File: src/rtl/sta_counter.sv
// rtl/sta_counter.sv - gate-level loadable up-counter with registered carry-out, built from INV/AND2/XOR2/DFF cells
module sta_counter #(
    parameter int WIDTH = 8
) (
    input  logic             CK,
    input  logic             RST,
    input  logic             EN,
    input  logic             LD,
    input  logic [WIDTH-1:0] DIN,
    output logic [WIDTH-1:0] Q,
    output logic             CO
);
    logic             rst_n;
    logic             ld_n;
    logic [WIDTH:0]   c;
    logic [WIDTH-1:0] inc;
    logic [WIDTH-1:0] ld_term;
    logic [WIDTH-1:0] inc_term;
    logic [WIDTH-1:0] m;
    logic [WIDTH-1:0] d;
    logic             co_pre;
    logic             co_d;

    INV u_inv_rst (.A(RST), .Y(rst_n));
    INV u_inv_ld  (.A(LD),  .Y(ld_n));

    assign c[0] = EN;

    for (genvar i = 0; i < WIDTH; i++) begin : g_bit
        // Ripple chain kept linear so the critical path grows with WIDTH.
        AND2 u_chain  (.A(c[i]),    .B(Q[i]),     .Y(c[i+1]));
        XOR2 u_inc    (.A(Q[i]),    .B(c[i]),     .Y(inc[i]));
        AND2 u_ld     (.A(LD),      .B(DIN[i]),   .Y(ld_term[i]));
        AND2 u_keep   (.A(ld_n),    .B(inc[i]),   .Y(inc_term[i]));
        // Terms are mutually exclusive, so XOR2 behaves as OR here.
        XOR2 u_mux    (.A(ld_term[i]), .B(inc_term[i]), .Y(m[i]));
        AND2 u_rst    (.A(m[i]),    .B(rst_n),    .Y(d[i]));
        DFF  u_ff     (.CK(CK),     .D(d[i]),     .Q(Q[i]));
    end

    AND2 u_co_ld  (.A(c[WIDTH]), .B(ld_n),  .Y(co_pre));
    AND2 u_co_rst (.A(co_pre),   .B(rst_n), .Y(co_d));
    DFF  u_co_ff  (.CK(CK),      .D(co_d),  .Q(CO));
endmodule

module INV (
    input  logic A,
    output logic Y
);
    assign Y = ~A;
endmodule

module AND2 (
    input  logic A,
    input  logic B,
    output logic Y
);
    assign Y = A & B;
endmodule

module XOR2 (
    input  logic A,
    input  logic B,
    output logic Y
);
    assign Y = A ^ B;
endmodule

module DFF (
    input  logic CK,
    input  logic D,
    output logic Q
);
    always_ff @(posedge CK) begin
        Q <= D;
    end
endmodule

File: config.mk
export PLATFORM = sky130hd
export DESIGN_NAME = sta_counter
export DESIGN_NICKNAME = d
export VERILOG_FILES = /design/src/rtl/sta_counter.sv
export SDC_FILE = /design/constraint.sdc
export NUM_CORES = 1
export LEC_CHECK = 0
export CAP_MARGIN = 40
export CORE_MARGIN = 10
export CORE_UTILIZATION = 35
export DETAILED_ROUTE_END_ITERATION = 10
export PLACE_DENSITY = 0.72
export SLEW_MARGIN = 30
export SYNTH_ARGS = -nofsm -noshare
export SYNTH_HDL_FRONTEND = slang
export SYNTH_SLANG_ARGS = --single-unit
File: constraint.sdc
create_clock -name CK -period 1.86 [get_ports CK]
set_input_delay 0.186 -clock CK [delete_from_list [all_inputs] [get_ports CK]]
set_output_delay 0.186 -clock CK [all_outputs]
set_load 0.02 [all_outputs]
After elaboration in Yosys (flattened, before gate mapping)
Index checks and enable logic that the tools add are counted.
{ "word_totals": {"regBits": 9, "out_inout_bits": 9} }
{ "op_classes": {"n_bitwise": 52} }
{ "ops": {"columns": ["op", "n"], "rows": [
  ["$and 1x1->1", 34],
  ["$xor 1x1->1", 16],
  ["$not 1->1", 2]
]} }

Longest topological paths before layout
Gate-level depths: netlist of the first run.
{ "depth": {"ltp_word": 11, "mapped_depth": 10} }

Hierarchy
Synthesis of the first run repeated with hierarchy kept, for this count alone.
{ "unflattened": {"cells_unflattened": 61, "hier_area_um2": 540.5} }
{ "by_module_without_submodules": {"columns": ["mod", "n_inst", "cells_each", "area_each_um2", "seq_area_each_um2"], "rows": [
  ["AND2", 34, 1, 6.3, 0.0],
  ["DFF", 9, 1, 20.0, 20.0],
  ["XOR2", 16, 1, 8.8, 0.0],
  ["INV", 2, 1, 3.8, 0.0]
]} }

Worst setup path after synthesis of the first run
No wires, ideal clock.
{ "synth_timing": {"path_kind": "register to register", "start": "register g_bit[0].u_ff.Q", "end": "register g_bit[7].u_ff.Q", "setup_ns": 0.116, "arrival_time_ns": 1.899, "required_ns": 1.744, "path_slack_ns": -0.156, "stages_incl_launch_ff": 11, "synth_period_minus_slack_ns": 2.016, "path_cell_list": "dfxtp_1 > ha_1 > ha_1 > ha_1 > ha_1 > ha_1 > ha_1 > ha_1 > ha_1 > mux2i_1 > nor2_1"} }
{ "synth_between": {"elab_chain_cells": 11} }
{ "synth_rtl": {"columns": ["item", "line", "source"], "rows": [
  ["from (decl)", "72", "output logic Q"],
  ["from (signal assigned)", "75", "Q <= D;"],
  ["$and 1x1->1 (7 in series)", "58", "assign Y = A & B;"],
  ["$xor 1x1->1", "66", "assign Y = A ^ B;"],
  ["$and 1x1->1", "58", null],
  ["$xor 1x1->1", "66", null],
  ["$and 1x1->1", "58", null],
  ["named net g_bit[7].u_ff.D", "71", "input logic D,"],
  ["to (signal assigned)", "75", null],
  ["to (decl)", "72", null]
]} }
The timed path passes the listed nets, and every way through them passes these cells.

Final worst setup path of the first run
Same ends and word-level chain as after synthesis.

==> flow_metrics.py, run 1 <==
metrics = {
    "synth": {
        "synth_top_area_cell": "dfxtp_1",
        "yosysSeqAreaShare_pct": 38.0,
        "syn_nets": 64,
        "synth_mux_area_share_pct": 16.9,
        "synth_common_cells": "9 x dfxtp_1, 8 x buf_4, 8 x ha_1, 8 x mux2i_1, 8 x nor2_1",
        "ys_types": 8,
        "yosys.area_share.adder_pct": 21.1,
        "synth_edf_count": 0,
        "synthXorXnorAreaFrac_pct": 0,
        "synthSimpleGateAreaFrac_pct": 7.92,
        "yosys.area.top_type_share_pct": 38.0,
        "synth-compound-area-share_pct": 0,
        "yosysMostFrequentCell": "dfxtp_1",
        "synth_top_family_by_area": "adder cells",
        "ys.flop_type": "dfxtp_1",
        "yosys_warnings": 0,
        "synth_cells": 44,
        "async_reset_ff_share_pct": 0,
        "postSynthAreaPerCell_um2": 10.8,
        "netlist_area_um2": 474,
        "ys_top_cells_by_area": "dfxtp_1 38%, ha_1 21%, mux2i_1 17%",
        "ys_ff_latch": 9,
    },
    "timing": {
        "fin_ws_ns": -0.0316,
        "finalSetupTns_ns": -0.0316,
        "worstMarginPinSlew_ns": 0.513,
        "rsz0062_at_grt": "yes",
        "fmax_mhz": 529,
        "setup_violations": 1,
        "fin_crit_sh_pct": 102,
        "slew_headroom_pct": 65.7,
        "slew_viol_final": 0,
        "finClkSkew_ns": 0.00281,
        "period_needed_ns": 1.89,
        "hold_violations": 0,
    },
    "floorplanning": {
        "rows": 13,
        "start_util_pct": 36.9,
        "core_um2": 1280,
        "ioPinCount": 21,
        "dieArea_um2": 3230,
        "die_w_um": 56.8,
        "die_h_um": 56.8,
    },
    "layout": {
        "syn2layout_area_growth_pct": 56.7,
        "utilization_pct": 57.8,
        "nNetsFinal": 79,
        "stdcell_area_um2": 743,
        "drive_gt1_share_pct": 20.7,
        "insertedDiodeCount": 0,
    },
    "critical_path": {
        "reg2regPathDepth": 10,
        "criticalPathCategory": "flop to flop",
        "reg2reg_setup_slack_ns": -0.03,
        "r2r_end": "g_bit[7].u_ff.Q",
        "crit_end": "g_bit[7].u_ff.Q",
        "critPathCaptureType": "flop",
        "startpoint": "g_bit[0].u_ff.Q",
        "arrival_ns": 2.04,
        "crit_path_max_fanout": 2,
        "cp-start-kind": "flop",
        "rr_startpoint": "g_bit[0].u_ff.Q",
        "required_ns": 2.01,
    },
    "clock_network": {
        "cts_sinks": 9,
        "cts_tree": "yes",
        "h-tree-depth": 1,
        "cts_made_buffers": 3,
        "cts_root_buf": "clkbuf_4",
        "clock_path_buffers": 2,
        "postCtsSetupRepairBufs": 0,
        "clk_latency_ns": 0.27,
        "path_clk_slew_ns": 0.06,
    },
    "status": {
        "violations": "negative setup slack",
        "status": "complete, but fails checks",
    },
    "global_routing": {
        "antenna_found_initial": 0,
        "grt_pass1_wl_um": 1730,
        "grt_pass1_vias": 377,
        "grt_max_degree": 10,
        "overflow": 0,
        "grt_use_total_pct": 7.14,
    },
    "min_path": {
        "hold_class": "input port to flop",
        "min_from": "EN",
        "min_path_cells": 4,
    },
    "routing": {
        "wire_per_inst_um": 13.8,
        "vias_per_cell": 4.74,
        "drt-total-wl_um": 1010,
        "initialDrtViolationCount": 1,
        "ant_nets": 0,
        "drt-pass1-iter-count": 3,
        "num_vias": 346,
        "drc": 0,
    },
    "placed_design": {
        "post-dp-hpwl_um": 833,
        "place_congestion": 0.608,
        "placed_area_um2": 718,
        "port_buffers": 20,
    },
    "pwr": {
        "static-leakage-power_nw": 0.295,
        "p_total_w": 0.000473,
        "peakVddDrop_mv": 0.402,
        "p_per_area_nw_per_um2": 636,
    },
    "job": {
        "maxCapViolations": 0,
    },
}
[area by class of cell]
| class | count | area (um^2) |
|---|---|---|
| fillers | 113 | 542 |
| well taps | 15 | 18.8 |
| multi-input cells | 25 | 318 |
| repair buffers | 20 | 199 |
| flip-flops and latches | 9 | 181 |
| clock buffers | 4 | 26.3 |
[cell families after synthesis]
logic type,Yosys count
simple gates,9
fa+ha+maj,8
buf+inv,10
mux,8
flops,9
[worst max-delay path, stage by stage, from the launching register on]
cell	delay, ns
dfxtp_2	0.33
ha_4	0.16
ha_4	0.15
ha_4	0.15
ha_4	0.15
ha_4	0.15
ha_4	0.15
ha_4	0.15
ha_4	0.20
mux2i_1	0.12
nor2_1	0.06
[flip-flops by register name, summed over array words and instances, names as in the netlist]
name and flops:
u_co_ff.Q 1, g_bit.u_ff.Q 8
[metal layers]
metal | wire [um] | up-vias | global-route usage, % | share of wire [%]
met3 | 152 | 5 | 6.29 | 15
li1 | - | 169 | - | -
met4 | 28 | 0 | 5.03 | 2.8
met1 | 376 | 154 | 6.46 | 37
met5 | 0 | - | 0 | 0
met2 | 448 | 18 | 10.2 | 45
[where the power goes]
| part | internal, W | switching (W) | total [W] | leakage [nW] |
|---|---|---|---|---|
| Sequential | 0.000205 | 0.0000120 | 0.000217 | 0.0745 |
| Clock | 0.0000830 | 0.0000734 | 0.000156 | 0.0150 |
| Combinational | 0.0000586 | 0.0000409 | 0.0000994 | 0.205 |
| Total | 0.000346 | 0.000126 | 0.000473 | 0.295 |
[per-stage QoR]
stage               hold WS (ns)  setup WS, ns  instances
finish                     0.454       -0.0316         73
global route               0.532       -0.0967         73
CTS                        0.448       -0.0528         73
detailed placement         0.619        -0.405         69
global placement           0.611        -0.380         69
floorplan                  0.333       0.00423         44
[worst min path at each step]
| stage | end | slack [ns] |
|---|---|---|
| 2_1_floorplan | g_bit[0].u_ff.Q | 0.33 |
| 5_1_grt | g_bit[0].u_ff.Q | 0.53 |
| 6_report | g_bit[0].u_ff.Q | 0.45 |
| 3_5_place_dp | g_bit[0].u_ff.Q | 0.62 |
| 3_3_place_gp | g_bit[0].u_ff.Q | 0.61 |
| 4_1_cts | g_bit[0].u_ff.Q | 0.45 |
[layout by cell type (no fill, tap or decap), drive strengths merged]
cell type | synthesis | routed
nor3b | 1 | 1
nor2 | 8 | 8
dlygate4sd2 | 0 | 1
ha | 8 | 8
clkbuf | 0 | 4
mux2i | 8 | 8
dfxtp | 9 | 9
clkdlybuf4s50 | 0 | 19
[timing repair]
action                                  in CTS  in global routing
resized for setup                            1                  0
hold endpoints to repair                     0                  0
endpoints found under the setup margin       2                  1
pin swaps                                    6                  0
hold buffers                                 0                  0
Note: power is estimated with default switching activity, not from simulation.
==> run 2, diff against run 1 <==
--- a/config.mk
+++ b/config.mk
@@ -6,10 +6,10 @@
 export NUM_CORES = 1
 export LEC_CHECK = 0
 export CAP_MARGIN = 40
-export CORE_MARGIN = 10
 export CORE_UTILIZATION = 35
+export CTS_BUF_LIST = sky130_fd_sc_hd__clkbuf_16
 export DETAILED_ROUTE_END_ITERATION = 10
-export PLACE_DENSITY = 0.72
+export PLACE_DENSITY = 0.81
 export SLEW_MARGIN = 30
 export SYNTH_ARGS = -nofsm -noshare
 export SYNTH_HDL_FRONTEND = slang
==> flow_metrics.py, run 2 (synthesis results as in run 1) <==
metrics = {
    "critical_path": {
        "arrival_ns": 2.03,
        "crit_path_max_fanout": 2,
        "criticalPathCategory": "flop to flop",
        "cp-start-kind": "flop",
        "critPathCaptureType": "flop",
        "required_ns": 1.97,
    },
    "status": {
        "violations": "negative setup slack",
        "status": "complete, but fails checks",
    },
    "layout": {
        "largest_reg_flops": 8,
        "nNetsFinal": 79,
        "final_cell_mix": "19 x clkdlybuf4s50_1, 8 x mux2i_1, 8 x nor2_1, 8 x ha_4, 8 x dfxtp_1",
        "insertedDiodeCount": 0,
        "drive_gt1_share_pct": 20.7,
        "fillers": 96,
        "regMostFlops": "g_bit.u_ff.Q",
        "final_common_cell": "clkdlybuf4s50_1",
        "top_regs": "g_bit.u_ff.Q x8, u_co_ff.Q x1",
        "utilization_pct": 67.0,
        "syn2layout_area_growth_pct": 67.5,
    },
    "floorplanning": {
        "die_w_um": 38.8,
        "dieArea_um2": 1510,
        "rows": 12,
        "start_util_pct": 40.0,
        "die_h_um": 38.8,
        "core_um2": 1190,
        "ioPinCount": 21,
    },
    "placed_design": {
        "place_congestion": 0.615,
        "post-dp-hpwl_um": 657,
        "port_buffers": 20,
    },
    "pwr": {
        "p_int_w": 0.000545,
        "p_total_w": 0.000693,
        "p_sw_share_pct": 21.4,
        "static-leakage-power_nw": 0.322,
        "clkPwrFrac_pct": 54.4,
        "p_comb_share_pct": 14.1,
        "seqPwrFrac_pct": 31.5,
        "power.net_switching_w": 0.000148,
        "peakVddDrop_mv": 0.677,
        "p_per_area_nw_per_um2": 872,
    },
    "timing": {
        "slew_headroom_pct": 65.6,
        "worstMarginPinSlew_ns": 0.515,
        "fin_crit_sh_pct": 103,
        "hold_violations": 0,
        "slew_viol_final": 0,
        "whs_ns": 0.484,
        "period_needed_ns": 1.92,
        "rsz0062_at_grt": "yes",
        "fmax_mhz": 522,
        "setup_violations": 1,
        "finClkSkew_ns": 0.00137,
        "fin_ws_ns": -0.0570,
    },
    "clock_network": {
        "clk_latency_ns": 0.24,
        "path_clk_slew_ns": 0.04,
        "cts_root_buf": "clkbuf_16",
        "clock_path_buffers": 2,
        "postCtsSetupRepairBufs": 0,
        "h-tree-depth": 1,
        "cts_tree": "yes",
        "cts_made_buffers": 3,
        "cts_sinks": 9,
    },
    "global_routing": {
        "grt_pass1_wl_um": 1410,
        "grt_use_total_pct": 16.2,
        "grt_max_degree": 10,
        "grt_pass1_vias": 332,
        "antenna_found_initial": 0,
        "overflow": 0,
    },
    "job": {
        "maxCapViolations": 0,
    },
    "routing": {
        "initialDrtViolationCount": 7,
        "wire_per_inst_um": 12.8,
        "vias_per_cell": 4.58,
        "ant_nets": 0,
        "num_vias": 330,
        "drt-pass1-iter-count": 2,
        "drt-total-wl_um": 918,
        "drc": 0,
    },
    "min_path": {
        "hold_class": "input port to flop",
    },
}
## run 2: worst max-delay path, stage by stage (launching register included)
cell and delay (ns):
dfxtp_2 0.32, ha_4 0.16, ha_4 0.15, ha_4 0.15
ha_4 0.15, ha_4 0.16, ha_4 0.16, ha_4 0.16
ha_4 0.20, mux2i_1 0.12, nor2_1 0.06
## run 2: power by group through the flow
| stage | Combinational (W) | Sequential (W) | Clock (W) |
|---|---|---|---|
| floorplan | 0.0000664 | 0.000219 | 0 |
| global placement | 0.0000986 | 0.000221 | 0 |
| detailed placement | 0.0000994 | 0.000221 | 0 |
| CTS | 0.0000995 | 0.000218 | 0.000381 |
| global route | 0.000108 | 0.000219 | 0.000391 |
| finish | 0.0000980 | 0.000218 | 0.000377 |
## run 2: layout make-up
type                       instances  area (um^2)  area share [%]
clock buffer                       3         75.1            9.45
clock inverter                     1         3.75           0.472
multi-input combinational         25          318            40.0
sequential                         9          181            22.8
tap                               14         17.5            2.20
timing repair buffer              20          199            25.0
## run 2: timing repair
action                                  CTS  global route
hold buffers                              0             0
gates cloned                              0             0
resized for setup                         1             0
endpoints found under the setup margin    3             2
pin swaps                                 4             0
## run 2: path summary, 6_finish.rpt
check	slack (ns)	from	cells after the start	end
max reg2reg	-0.06	g_bit[0].u_ff.Q	10	g_bit[7].u_ff.Q
min reg2reg	0.62	g_bit[0].u_ff.Q	3	g_bit[0].u_ff.Q
max	-0.06	g_bit[0].u_ff.Q	10	g_bit[7].u_ff.Q
min	0.48	EN	4	g_bit[0].u_ff.Q
## run 2: layer usage
layer  track usage (%)  vias to the layer above  wire [um]
met5                 0                        -          0
met4              10.3                        0         14
met3              10.4                        2         63
met2              27.5                       17        486
met1              13.8                      144        353
li1                  -                      167          -
## run 2: per-stage QoR
stage / setup TNS [ns] / cell area [um^2] / cells / setup WS [ns]
2_1_floorplan: 0 / 576 / 44 / 0.00423
3_3_place_gp: -0.950 / 717 / 68 / -0.371
3_5_place_dp: -1.05 / 717 / 68 / -0.407
4_1_cts: -0.0679 / 795 / 72 / -0.0679
5_1_grt: -0.138 / 795 / 72 / -0.135
6_report: -0.0570 / 795 / 72 / -0.0570
==> run 3, diff against run 2 <==
--- a/config.mk
+++ b/config.mk
@@ -8,9 +8,11 @@
 export CAP_MARGIN = 40
 export CORE_UTILIZATION = 35
 export CTS_BUF_LIST = sky130_fd_sc_hd__clkbuf_16
+export CTS_CLUSTER_DIAMETER = 100
 export DETAILED_ROUTE_END_ITERATION = 10
 export PLACE_DENSITY = 0.81
 export SLEW_MARGIN = 30
 export SYNTH_ARGS = -nofsm -noshare
 export SYNTH_HDL_FRONTEND = slang
 export SYNTH_SLANG_ARGS = --single-unit
+export TNS_END_PERCENT = 10
==> results of run 3 <==
The final DEF is identical to that of run 2; final timing and power are the same.
